--- src/rtl/tlm_batch_streamer.sv ---
// tlm_batch_streamer
//   Collects up to DEPTH {op, A, B} items from the load port. On batch_go_i it
//   issues them one at a time to a start/done BFM. Each result, or 0 when the
//   BFM does not answer within TIMEOUT cycles, is returned on a valid/ready
//   result port.
//
// Ports
//   clk_i, reset_i                 clock, asynchronous active-low reset
//   load_valid_i/load_ready_o      load handshake, payload load_op_i/load_a_i/load_b_i
//   batch_go_i                     pulse: run the loaded batch
//   busy_o                         high while a batch is executing
//   op_o/a_o/b_o, start_o          BFM request; start_o is a one-cycle pulse
//   done_i, res_i                  BFM completion and result
//   res_valid_o/res_ready_i        result handshake, payload res_data_o
//   item_cnt_o                     number of items currently loaded
//   batch_done_o                   one-cycle pulse at the end of a batch
//   timeout_o                      sticky: an item in this batch timed out
//
// Configuration macro
//   STREAMER_ERR_TAG_EN            adds res_err_o, which is high with res_valid_o
//                                  when the item timed out
module tlm_batch_streamer #(
  parameter int DEPTH      = 100,
  parameter int ITEM_WIDTH = 8,
  parameter int OP_WIDTH   = 3,
  parameter int RES_WIDTH  = 16,
  parameter int TIMEOUT    = 255,
  localparam int CNT_W     = $clog2(DEPTH + 1)
) (
  input  logic                  clk_i,
  input  logic                  reset_i,
  input  logic                  load_valid_i,
  output logic                  load_ready_o,
  input  logic [OP_WIDTH-1:0]   load_op_i,
  input  logic [ITEM_WIDTH-1:0] load_a_i,
  input  logic [ITEM_WIDTH-1:0] load_b_i,
  input  logic                  batch_go_i,
  output logic                  busy_o,
  output logic [OP_WIDTH-1:0]   op_o,
  output logic [ITEM_WIDTH-1:0] a_o,
  output logic [ITEM_WIDTH-1:0] b_o,
  output logic                  start_o,
  input  logic                  done_i,
  input  logic [RES_WIDTH-1:0]  res_i,
  output logic                  res_valid_o,
  input  logic                  res_ready_i,
  output logic [RES_WIDTH-1:0]  res_data_o,
  output logic [CNT_W-1:0]      item_cnt_o,
  output logic                  batch_done_o,
`ifdef STREAMER_ERR_TAG_EN
  output logic                  res_err_o,
`endif
  output logic                  timeout_o
);

  localparam int IDX_W  = $clog2(DEPTH);
  localparam int TMR_W  = (TIMEOUT > 1) ? $clog2(TIMEOUT) : 1;
  localparam int ITEM_W = OP_WIDTH + 2 * ITEM_WIDTH;
  localparam logic [CNT_W-1:0] DEPTH_C  = CNT_W'(DEPTH);
  localparam logic [TMR_W-1:0] TMR_LAST = TMR_W'(TIMEOUT - 1);

  typedef enum logic [2:0] {S_IDLE, S_ISSUE, S_WAIT, S_EMIT, S_FINISH} state_t;

  state_t              state, state_nxt;
  logic [CNT_W-1:0]    count;
  logic [IDX_W-1:0]    idx;
  logic [TMR_W-1:0]    timer;
  logic [ITEM_W-1:0]   item_mem [DEPTH];
  logic [ITEM_W-1:0]   cur_item;
  logic [RES_WIDTH-1:0] res_q;
  logic                timeout_q;
  logic                err_q;
  logic                empty_done;
  logic                load_fire, go_fire, go_empty, last_item;

  // Ready is gated by reset_i directly so it reads 0 while reset is held and
  // rises as soon as reset is released.
  assign load_ready_o = reset_i && (state == S_IDLE) && (count < DEPTH_C);
  assign load_fire    = load_valid_i && load_ready_o;
  // A load in the same cycle as go joins the batch, so it counts as non-empty.
  assign go_fire      = (state == S_IDLE) && batch_go_i && ((count != '0) || load_fire);
  assign go_empty     = (state == S_IDLE) && batch_go_i && (count == '0) && !load_fire;
  assign last_item    = ((CNT_W'(idx) + CNT_W'(1)) == count);

  assign cur_item = item_mem[idx];
  assign {op_o, a_o, b_o} = ((state == S_ISSUE) || (state == S_WAIT)) ? cur_item : '0;

  assign busy_o       = (state != S_IDLE);
  assign start_o      = (state == S_ISSUE);
  assign res_valid_o  = (state == S_EMIT);
  assign res_data_o   = res_q;
  assign item_cnt_o   = count;
  assign timeout_o    = timeout_q;
  // An empty go never leaves IDLE; its completion pulse comes from a flag.
  assign batch_done_o = (state == S_FINISH) || empty_done;
`ifdef STREAMER_ERR_TAG_EN
  assign res_err_o    = err_q;
`endif

  always_ff @(posedge clk_i or negedge reset_i) begin
    if (!reset_i) state <= S_IDLE;
    else          state <= state_nxt;
  end

  always_comb begin
    state_nxt = state;
    unique case (state)
      S_IDLE:   if (go_fire) state_nxt = S_ISSUE;
      S_ISSUE:  state_nxt = S_WAIT;
      S_WAIT:   if (done_i || (timer == TMR_LAST)) state_nxt = S_EMIT;
      S_EMIT:   if (res_ready_i) state_nxt = last_item ? S_FINISH : S_ISSUE;
      S_FINISH: state_nxt = S_IDLE;
      default:  state_nxt = S_IDLE;
    endcase
  end

  always_ff @(posedge clk_i or negedge reset_i) begin
    if (!reset_i) begin
      count      <= '0;
      idx        <= '0;
      timer      <= '0;
      res_q      <= '0;
      timeout_q  <= 1'b0;
      err_q      <= 1'b0;
      empty_done <= 1'b0;
    end else begin
      empty_done <= go_empty;
      unique case (state)
        S_IDLE: begin
          if (load_fire) count <= count + CNT_W'(1);
          if (go_fire) begin
            idx       <= '0;
            timeout_q <= 1'b0;
          end
        end
        S_ISSUE: timer <= '0;
        S_WAIT: begin
          if (done_i) begin
            res_q <= res_i;
            err_q <= 1'b0;
          end else if (timer == TMR_LAST) begin
            res_q     <= '0;
            err_q     <= 1'b1;
            timeout_q <= 1'b1;
          end else begin
            timer <= timer + TMR_W'(1);
          end
        end
        S_EMIT:   if (res_ready_i && !last_item) idx <= idx + IDX_W'(1);
        S_FINISH: count <= '0;
        default: ;
      endcase
    end
  end

  // Item storage carries no reset; only slots below count are ever read.
  always_ff @(posedge clk_i) begin
    if (load_fire) item_mem[count[IDX_W-1:0]] <= {load_op_i, load_a_i, load_b_i};
  end

endmodule
--- config.mk ---
export PLATFORM = sky130hd
export DESIGN_NAME = tlm_batch_streamer
export DESIGN_NICKNAME = d
export VERILOG_FILES = /design/src/rtl/tlm_batch_streamer.sv
export SDC_FILE = /design/constraint.sdc
export NUM_CORES = 2
export LEC_CHECK = 0
export ABC_AREA = 0
export CAP_MARGIN = 20
export CORE_UTILIZATION = 61
export DETAILED_ROUTE_END_ITERATION = 7
export GPL_ROUTABILITY_DRIVEN = 0
export GPL_TIMING_DRIVEN = 0
export PLACE_DENSITY = 0.78
export SYNTH_ARGS = -nofsm -noshare
export SYNTH_HDL_FRONTEND = slang
export SYNTH_SLANG_ARGS = --single-unit
--- constraint.sdc ---
create_clock -name clk_i -period 5.89 [get_ports clk_i]
set_clock_uncertainty 0.05 [all_clocks]
set_input_delay 1.178 -clock clk_i [delete_from_list [all_inputs] [get_ports clk_i]]
set_output_delay 1.178 -clock clk_i [all_outputs]
set_load 0.02 [all_outputs]
==> out/metrics.cfg <==
[run_status]
status = complete, but fails checks
violations = DRC, setup timing

[detailed_routing]
wl_um = 226000
drt_iter0_drc = 8415
detail_route.vias_per_cell = 7.32
vias = 42300
drc = 47
drt_pass1_iterations = 8
routedWlPerCell_um = 39.1
ant_nets = 0

[place]
dp_hpwl_um = 143000
io_buffers = 88

[hold_path]
min_path_type = in2async

[sta]
finalCriticalPeriod_ns = 6.01
hold_viol_final = 0
whs_ns = 0.161
worst_slew_pin_slew_ns = 1.30
rsz0062_at_grt = true
fmax_ghz = 0.166
slew_violations = 0
maxSlewHeadroom_pct = 13.4
worst_slack_ns = -0.119
fin_crit_sh_pct = 102
setup_viol = 11

[power_and_ir_drop]
total_power_mw = 38.7
power_leakage_nw = 27.7
ir_drop_uv = 448
powerDensity_mw_per_mm2 = 441

[floorplan]
die_width_um = 354
core_mm2 = 0.122
fp-row-count = 128
io_pins = 89
initial_utilization_pct = 61.8
die-area_mm2 = 0.125
fp.dieH_um = 354

[logic_synthesis]
syn_area_mm2 = 0.0756
synth-compound-area-share_pct = 4.01
synthCells = 3616
yosysMostFrequentCell = edfxtp_1
syn_nets = 3662
synth-xor-area-share_pct = 0.220
ys_ff_latch = 1943
yosysUniqueCellTypes = 61
synth_simple_gate_area_share_pct = 2.18
synth_top_family_by_area = multiplexers
ys_top_cells_by_count = edfxtp_1, mux4_2, mux2i_1
yosys-top-cells-area = edfxtp_1, mux4_2, mux2i_1
syn_area_per_cell_um2 = 20.9
yosysWarnings = 0
synth_ff_type = edfxtp_1
synthAdderAreaFrac_pct = 0.0827
synth-edff-count = 1900
seq_area_frac_synth_pct = 76.9
synth_top_area_share_pct = 75.4
synthMuxAreaShare_pct = 14.7
synth_top_area_cell = edfxtp_1
async_flop_share_pct = 2.21

[clocking]
hold_buffers = 0
cts_made_buffers = 185
clock-root-buffer = clkbuf_16
clockBufferDepth = 3
clkSinkCount = 1943
clkTransAtPathRegs_ns = 0.06
cts_tree = done
clk_latency_ns = 0.83
h-tree-depth = 4

[worst_setup_path]
reg2reg_depth = 7
startpoint_type = flip-flop
required_ns = 4.66
end_kind = output pin
crit_fanout = 10
worst-setup-path-type = reg2out
worstPathArrival_ns = 4.78

[finish]
fin_nets = 4066
nFillCells = 6732
area_delta_synth_final_pct = 15.9
drive_gt1_share_pct = 26.9

[global_route]
track_usage_pct = 36.4
antenna_found_initial = 13
grt_pass1_vias = 41400
grt_pass1_wl_um = 313000
grt_max_degree = 93
grt_overflow = 0

[job]
drv_cap = 0

==> metal layers <==
layer / up-vias / GRT usage, % / part of all wire (%)
met1: 21400 / 46.9 / 32
met2: 4127 / 54.4 / 45
li1: 15900 / - / -
met3: 894 / 12.5 / 15
met4: 18 / 21.2 / 7.4
met5: - / 0.566 / 0.091
==> worst paths after layout <==
| path | end | startpoint | slack [ns] |
|---|---|---|---|
| max | a_o[1] | idx[0] | -0.12 |
| min | res_data_o[2] | reset_i | 0.16 |
| max reg2reg | item_mem[55][18] | state[2] | 1.45 |
| min reg2reg | res_data_o[12] | res_data_o[12] | 0.46 |
| max in group asynchronous | timer[0] | reset_i | 5.15 |
| min in group clk_i | res_data_o[12] | res_data_o[12] | 0.46 |
==> power breakdown <==
part	internal, mW	switching [mW]	total [mW]
sequential	15.3	0.115	15.4
combinational	4.32	7.18	11.5
clock	6.65	5.12	11.8
total	26.3	12.4	38.7
==> layout by cell type, fill, tap and decap left out, types with 25 or more instances in the layout <==
master / synthesis / final
a211oi_1: 37 / 35
a21oi_1: 48 / 41
a22o_1: 41 / 41
a22oi_1: 113 / 106
buf_16: 0 / 49
buf_2: 56 / 42
buf_4: 23 / 53
buf_6: 26 / 36
buf_8: 21 / 85
clkbuf_1: 63 / 70
clkbuf_16: 0 / 186
clkbuf_2: 0 / 25
clkdlybuf4s50_1: 0 / 68
clkinv_1: 0 / 51
dfrtp_1: 43 / 43
edfxtp_1: 1900 / 1900
mux2i_1: 269 / 260
mux4_2: 359 / 359
nand2_1: 83 / 83
nand3_1: 30 / 30
nor2_1: 146 / 40
nor2_2: 0 / 92
nor2b_1: 32 / 28
o21ai_0: 54 / 38
o22ai_1: 32 / 32
==> repair_timing <==
action	4_1_cts	5_1_grt
setup buffers	2	0
gates resized for setup	138	54
endpoints found under the setup margin	19	17
hold endpoints to repair	0	0
pin swaps	4	3
==> registers in the layout, summed over array words and instances (netlist names) <==
register / flops
timer: 8
state: 3
res_data_o: 16
item_cnt_o: 7
item_mem: 1900
idx: 7
empty_done: 1
timeout_o: 1
==> cell type report <==
| cell class | count | area, µm² | area share (%) |
|---|---|---|---|
| Antenna cell | 1 | 2.50 | 0.00285 |
| Timing Repair Buffer | 217 | 3250 | 3.71 |
| Tap cell | 1625 | 2030 | 2.32 |
| Multi-Input combinational cell | 1458 | 16800 | 19.1 |
| Buffer | 206 | 1620 | 1.85 |
| Clock inverter | 106 | 1050 | 1.20 |
| Clock buffer | 221 | 4790 | 5.46 |
| Inverter | 9 | 33.8 | 0.0385 |
| Sequential cell | 1943 | 58100 | 66.3 |
==> worst max-delay path, stage by stage, from the launching register on <==
cell and delay, ns:
dfrtp_1 0.37, buf_6 0.20, buf_12 0.22, buf_8 0.23
buf_8 0.30, mux4_2 0.55, mux2i_1 0.36, o21ai_0 0.24
o221ai_2 0.43, nand2_1 0.36, clkdlybuf4s50_1 0.65
==> through the flow <==
| stage | cells | area [µm²] | util (%) | setup TNS, ns | worst slack, ns |
|---|---|---|---|---|---|
| after floorplan | 3616 | 75600 | - | 0 | 2.26 |
| after global placement | 5329 | 78600 | 64.2 | -1692.44 | -1.58 |
| after detailed placement | 5449 | 81100 | 66.3 | -1.68 | -0.349 |
| after CTS | 5778 | 87400 | 71.4 | 0 | 0.00266 |
| after global routing | 5785 | 87700 | 71.7 | -0.0656 | -0.0280 |
| final | 5786 | 87700 | 71.7 | -0.624 | -0.119 |
==> cell families (layout without fill, tap and decap cells) <==
| group | after synthesis | count (layout) |
|---|---|---|
| xor+xnor | 19 | 19 |
| fa+ha+maj | 5 | 5 |
| compound gates | 420 | 420 |
| other cells | 0 | 1 |
| mux | 650 | 650 |
| buf+inv | 215 | 759 |
| flops | 1943 | 1943 |
| simple gates | 364 | 364 |
No activity file was read; power rests on OpenSTA's default activity.
